**src/rtl/iob_regfile_2p_reader.sv**
```systemverilog
// Purpose : read-side initiator for the two-port register file; streams a contiguous
//           block of registers (base, len) out over a valid/ready interface.
// Latency : start accepted at cycle N -> raddr driven at N+1 -> first word valid at N+2;
//           one word per cycle while the consumer holds ready high.
// Backpr. : m_data_o/m_last_o/raddr_o hold while m_valid_o=1 and m_ready_i=0; no beat is lost.
//
// Ports   : clk_i/cke_i/rst_i   clock, clock enable (all state holds when low), sync active-high reset
//           start_i/base_i/len_i transfer request, sampled only while idle
//           busy_o/done_o        transfer in progress / one-cycle completion pulse
//           raddr_o/rdata_i      register file read port (rdata combinational on raddr)
//           m_valid_o/m_ready_i/m_data_o/m_last_o  output stream
// Option  : define IOB_REGFILE_2P_READER_ABORT_EN to add abort_i (cancels a transfer, no done pulse).
module iob_regfile_2p_reader #(
    parameter int RDATA_W = 32,
    parameter int RADDR_W = 4,
    parameter int LEN_W   = RADDR_W + 1
) (
    input  logic               clk_i,
    input  logic               cke_i,
    input  logic               rst_i,
    input  logic               start_i,
    input  logic [RADDR_W-1:0] base_i,
    input  logic [LEN_W-1:0]   len_i,
`ifdef IOB_REGFILE_2P_READER_ABORT_EN
    input  logic               abort_i,
`endif
    output logic               busy_o,
    output logic               done_o,
    output logic [RADDR_W-1:0] raddr_o,
    input  logic [RDATA_W-1:0] rdata_i,
    output logic               m_valid_o,
    input  logic               m_ready_i,
    output logic [RDATA_W-1:0] m_data_o,
    output logic               m_last_o
);

    // S_FIN is the single cycle in which done_o pulses; busy_o stays high through
    // it so that done_o and busy_o fall on the same edge.
    typedef enum logic [1:0] {
        S_IDLE = 2'd0,
        S_RUN  = 2'd1,
        S_FIN  = 2'd2
    } state_t;

    state_t             r_state;
    logic [RADDR_W-1:0] r_ptr;
    logic [LEN_W-1:0]   r_rem;
    logic               r_busy;
    logic               r_done;
    logic               r_valid;
    logic [RDATA_W-1:0] r_data;
    logic               r_last;

    logic w_abort;
    logic w_adv;
    logic w_hs_last;

`ifdef IOB_REGFILE_2P_READER_ABORT_EN
    assign w_abort = abort_i & r_busy;
`else
    assign w_abort = 1'b0;
`endif

    // Output register may take a new word when empty or when its word leaves this cycle.
    assign w_adv     = ~r_valid | m_ready_i;
    assign w_hs_last = r_valid & m_ready_i & r_last;

    always_ff @(posedge clk_i) begin
        if (rst_i) begin
            r_state <= S_IDLE;
            r_ptr   <= '0;
            r_rem   <= '0;
            r_busy  <= 1'b0;
            r_done  <= 1'b0;
            r_valid <= 1'b0;
            r_data  <= '0;
            r_last  <= 1'b0;
        end else if (cke_i) begin
            r_done <= 1'b0;
            if (w_abort) begin
                // Abort wins over a same-cycle handshake: the presented beat is dropped.
                r_state <= S_IDLE;
                r_busy  <= 1'b0;
                r_valid <= 1'b0;
                r_last  <= 1'b0;
            end else begin
                case (r_state)
                    S_IDLE: begin
                        if (start_i) begin
                            if (len_i != '0) begin
                                r_state <= S_RUN;
                                r_busy  <= 1'b1;
                                r_ptr   <= base_i;
                                r_rem   <= len_i;
                            end else begin
                                // Empty transfer: completes immediately, never goes busy.
                                r_done <= 1'b1;
                            end
                        end
                    end
                    S_RUN: begin
                        if (w_adv) begin
                            if (r_rem != '0) begin
                                r_data  <= rdata_i;
                                r_valid <= 1'b1;
                                r_last  <= (r_rem == LEN_W'(1));
                                r_ptr   <= r_ptr + RADDR_W'(1);  // wraps modulo 2**RADDR_W
                                r_rem   <= r_rem - LEN_W'(1);
                            end else begin
                                r_valid <= 1'b0;
                            end
                        end
                        if (w_hs_last) begin
                            r_state <= S_FIN;
                            r_done  <= 1'b1;
                        end
                    end
                    S_FIN: begin
                        r_state <= S_IDLE;
                        r_busy  <= 1'b0;
                    end
                    default: begin
                        r_state <= S_IDLE;
                        r_busy  <= 1'b0;
                        r_valid <= 1'b0;
                    end
                endcase
            end
        end
    end

    assign busy_o    = r_busy;
    assign done_o    = r_done;
    assign raddr_o   = r_ptr;
    assign m_valid_o = r_valid;
    assign m_data_o  = r_data;
    assign m_last_o  = r_last;

endmodule
```
**config.mk**
```make
export PLATFORM = sky130hd
export DESIGN_NAME = iob_regfile_2p_reader
export DESIGN_NICKNAME = d
export VERILOG_FILES = /design/src/rtl/iob_regfile_2p_reader.sv
export SDC_FILE = /design/constraint.sdc
export NUM_CORES = 1
export LEC_CHECK = 0
export CAP_MARGIN = 10
export CORE_MARGIN = 5
export CORE_UTILIZATION = 40
export CTS_CLUSTER_DIAMETER = 80
export DETAILED_ROUTE_END_ITERATION = 8
export PLACE_DENSITY = 0.83
export SETUP_SLACK_MARGIN = 0.15
export SYNTH_ARGS = -nofsm -noshare
export SYNTH_HDL_FRONTEND = slang
export SYNTH_SLANG_ARGS = --single-unit
```
**constraint.sdc**
```tcl
create_clock -name clk_i -period 4.1 [get_ports clk_i]
set_input_delay 1.025 -clock clk_i [delete_from_list [all_inputs] [get_ports clk_i]]
set_output_delay 1.025 -clock clk_i [all_outputs]
set_load 0.05 [all_outputs]
```
## Yosys cells after proc, flatten, opt, wreduce, memory -nomap -nowiden

Cells that the tools add are included.
W data, S select, Z words.

| operators by class | value |
|---|---|
| add/subtract/negate cells | 2 |
| equality and inequality tests | 8 |
| multiplexer cells | 24 |
| bitwise gates (word level) | 6 |
| reductions and logical operators | 10 |

Operators by type and width:

| operator | number |
|---|---|
| $mux W5 | 4 |
| $mux W4 | 4 |
| $reduce_and A4 Y1 | 3 |
| $ne A2 B2 Y1 const B | 5 |
| $pmux W5 S2 | 1 |
| $reduce_bool A5 Y1 | 2 |
| $pmux W4 S2 | 1 |
| $mux W1 | 7 |
| $mux W2 | 3 |
| $pmux W1 S2 | 3 |
| $reduce_and A6 Y1 | 1 |
| $eq A5 B1 Y1 const B | 1 |
| $sub A5 B1 Y5 const B | 1 |
| $add A4 B1 Y4 const B | 1 |
| $pmux W2 S2 | 1 |
| $not A1 Y1 | 3 |
| $reduce_and A3 Y1 | 1 |
| $and A1 B1 Y1 | 2 |
| $eq A2 B1 Y1 const B | 1 |
| $eq A2 B2 Y1 const B | 1 |
| $logic_not A2 Y1 | 1 |
| $reduce_bool A2 Y1 | 1 |
| $reduce_or A2 Y1 | 1 |
| $or A1 B1 Y1 | 1 |

| word-level totals | value |
|---|---|
| register bits | 47 |
| bits of input ports | 46 |
| logic and storage cells | 58 |

## Longest topological paths before layout

| depth | value |
|---|---|
| depth after elaboration | 4 |
| mapped depth | 8 |
| gate-level depth less buffers | 6 |

## Least setup slack after synthesis

Ideal clock, no wire load.

| timing | value |
|---|---|
| kind | in2reg |
| from | in len_i[0] |
| to | reg r_ptr[1] (netlist: raddr_o[1]) |
| library setup time | 0.122 ns |
| arrival | 2.204 ns |
| slack | 1.775 ns |
| cell stages on the path | 3 |
| buffers on the path | 0 |
| path through | or4_1 > o21a_1 > o311a_1 |

| between the ends | value |
|---|---|
| word-level cells in the longest chain between the ends | 3 |

Ends and longest elaborated chain:

| item | RTL line | source |
|---|---|---|
| from (decl) | 23 | `input logic [LEN_W-1:0] len_i,` |
| $reduce_bool A5 Y1 | 90 | `if (len_i != '0) begin` |
| $ne A2 B2 Y1 (no source line) | - |  |
| $reduce_and A6 Y1 (no source line) | - |  |
| to (signal assigned) | 93 | `r_ptr <= base_i;` |
| to (signal assigned) | 107 | `r_ptr <= r_ptr + RADDR_W'(1);` |
| to (decl) | 46 | `logic [RADDR_W-1:0] r_ptr;` |

No other way between the ends.
A chain may end at the register's enable or synchronous reset.

## Final worst setup path

| timing | value |
|---|---|
| from | reg r_ptr[0] (netlist: raddr_o[0]) |
| to | out raddr_o[0] |

RTL lines:

| item | RTL line | source |
|---|---|---|
| to (decl) | 29 | `output logic [RADDR_W-1:0] raddr_o,` |

No word-level cell between the ends.

==> impl_metrics.csv <==
group,metric,value,unit
routing,vias_per_cell,5.05,
sta,hold_viol_final,0,
logic_synthesis,syn_area,2040,um2
sta,hold_slack,455,ps
floorplanning,die_x,81.5,um
routing,routed_wl,5510,um
clock_network,post_cts_resized,0,
clock_network,clock_latency,290,ps
routing,via_count,2046,
floorplanning,fp.dieH,81.5,um
setup_path,arrival,1560,ps
routing,wl_met3,387,um
min_path,min_path_type,"register to register",
setup_path,path_delay_family,"buffers and inverters",
sta,clock_skew,10.9,ps
power_and_ir_drop,p_comb_share,20.9,%
logic_synthesis,ys_warn_count,0,
logic_synthesis,syn_avg_cell_area,8.02,um2
clock_network,cts_inserted_buffers,5,
sta,period_share,63.1,%
finish,design_area,3020,um2
logic_synthesis,synth-main-ff-cell,"dfxtp_1",
finish,fillers,463,
power_and_ir_drop,powerDensity,325,nW/um2
place,portBuffers,85,
logic_synthesis,synth_enable_flop_cells,0,
finish,area_growth,47.8,%
place,finalWeightedCongestion,0.834,
job,drv_cap,0,
global_routing,grt_pass1_vias,1931,
sta,maxSlewViolCount,0,
global_routing,antenna_found_initial,0,
global_routing,grt_max_degree,42,
power_and_ir_drop,leakage,0.00105,uW
sta,relSlewSlack,50.5,%
sta,setup_violations,0,
clock_network,postCtsSetupBuffers,0,
sta,fmax,387,MHz
logic_synthesis,synthTopCellsByArea,"dfxtp_1 46%, nand2_1 14%, a21oi_1 11%, ha_1 2.4%, o32ai_1 2.1%",
clock_network,cts_root_buffer,"clkbuf_8",
logic_synthesis,yosysTopAreaCellShare,46.0,%
power_and_ir_drop,p_seq_share,49.7,%
power_and_ir_drop,swShare,28.3,%
logic_synthesis,synthTopCellsByCount,"76 x nand2_1, 47 x dfxtp_1, 45 x a21oi_1, 10 x nor2_1, 9 x inv_1",
global_routing,grt-ovfl-total,0,
finish,drive_gt1_share,5.67,%
logic_synthesis,synth_nets,305,
logic_synthesis,synth_top_area_cell,"dfxtp_1",
clock_network,htree_levels,2,
power_and_ir_drop,clkPwrFrac,29.4,%
floorplanning,rows,26,
finish,layout.nets,384,
routing,wl_met2,2720,um
logic_synthesis,synth_most_common_cell,"nand2_1",
power_and_ir_drop,p_int,704,uW
global_routing,track_usage,16.6,%
sta,tns,0,ps
finish,fin_cells,405,
routing,drc_errors,0,
place,place_inst,397,
clock_network,path_clk_slew,90,ps
power_and_ir_drop,peakVddDrop,215,uV
finish,final_util,59.9,%
finish,n_antenna_cell,0,
logic_synthesis,ys_types,38,
place,hpwl,3980,um
sta,rsz0062_at_grt,"no",
routing,highest_layer,"met4",
outcome,status,"finished clean",
routing,wl_per_cell,13.6,um
setup_path,crit_required,3070,ps
routing,drtIter0Drc,56,
routing,dr.pass1.iters,4,
routing,antenna_left,0,
logic_synthesis,async_flop_share,0,%
place,place_area,2920,um2
power_and_ir_drop,total_switching_power,278,uW
clock_network,cts_buffer_depth,2,
setup_path,cpMaxStageDelayCell,"clkdlybuf4s50_1",
logic_synthesis,ys_seq_area_share,46.0,%
floorplanning,die_area,6640,um2
floorplanning,start_util,40.5,%
logic_synthesis,synth_cells,255,
sta,worst_pin_slew,740,ps
sta,period_needed,2590,ps
setup_path,crit_fanout,5,
clock_network,cts_sinks,47,
setup_path,crit_type,"register to primary output",
global_routing,grt_pass1_wl,8760,um
setup_path,critPathBufInv,1,
setup_path,critical_path.max_stage_delay,860,ps
logic_synthesis,synth-seq-cells,47,
floorplanning,io_pins,86,
clock_network,cts_tree,"done",
floorplanning,core_area,5040,um2
clock_network,ctsHoldBuffers,0,
setup_path,critPathCaptureType,"primary output",
setup_path,cp_cell_sequence,"clkdlybuf4s50_1",
routing,met1_length,2350,um
setup_path,startpoint_type,"register",
registers in the layout (all words and copies together) (netlist names):
| signal | count |
|---|---|
| m_valid_o | 1 |
| m_data_o | 32 |
| raddr_o | 4 |
| r_state | 2 |
| r_rem | 5 |
| done_o | 1 |
| busy_o | 1 |
| m_last_o | 1 |
metal layers:
layer	track usage (%)	up-vias
li1	-	1023
met1	20.5	954
met2	29.1	63
met3	3.84	6
met4	3.72	0
met5	0	-
per-stage QoR:
step,worst slack (ps),power [uW]
global placement,1250,701
global route,1430,1040
finish,1510,982
CTS,1510,994
floorplan,1770,618
detailed placement,1230,703
path summary, 6_finish.rpt:
check | start | end | slack, ps | cells after the start
min reg2reg | m_data_o[21] | m_data_o[21] | 460 | 2
max | raddr_o[0] | raddr_o[0] | 1510 | 1
max reg2reg | r_state[0] | raddr_o[3] | 1880 | 4
min | m_data_o[21] | m_data_o[21] | 460 | 2
layout by cell type (no fill, tap or decap), drive strengths merged, types with 3 or more instances in the layout:
master         count
a21oi             45
a22oi              3
buf                3
clkbuf             6
clkdlybuf4s50     85
dfxtp             47
ha                 4
inv                9
nand2             76
nand2b             3
nand3              4
nor2              11
nor3               4
o21ai              4
o32ai              5
cell type report:
cell class / count / area [um2] / share of cell area [%]
Multi-Input combinational cell: 183 / 987 / 32.7
Sequential cell: 47 / 941 / 31.1
Timing Repair Buffer: 88 / 873 / 28.9
Tap cell: 70 / 87.6 / 2.90
Clock buffer: 6 / 82.6 / 2.73
Inverter: 9 / 33.8 / 1.12
Clock inverter: 2 / 16.3 / 0.538
power groups by stage:
stage          combinational (uW)  clock [uW]  sequential (uW)
2_1_floorplan                78.5           0              539
3_3_place_gp                  202           0              498
3_5_place_dp                  204           0              499
4_1_cts                       206         299              488
5_1_grt                       221         323              492
6_report                      205         289              489
cells by family after synthesis:
group / after synthesis / share of synthesized area (%)
AOI/OAI and AO/OA: 68 / 20.3
and+or+nand+nor: 109 / 24.5
adders and majority gates: 4 / 2.45
DFF: 47 / 46.0
buffers and inverters: 25 / 5.69
muxes: 2 / 0.979
(Power assumes the default switching activity.)
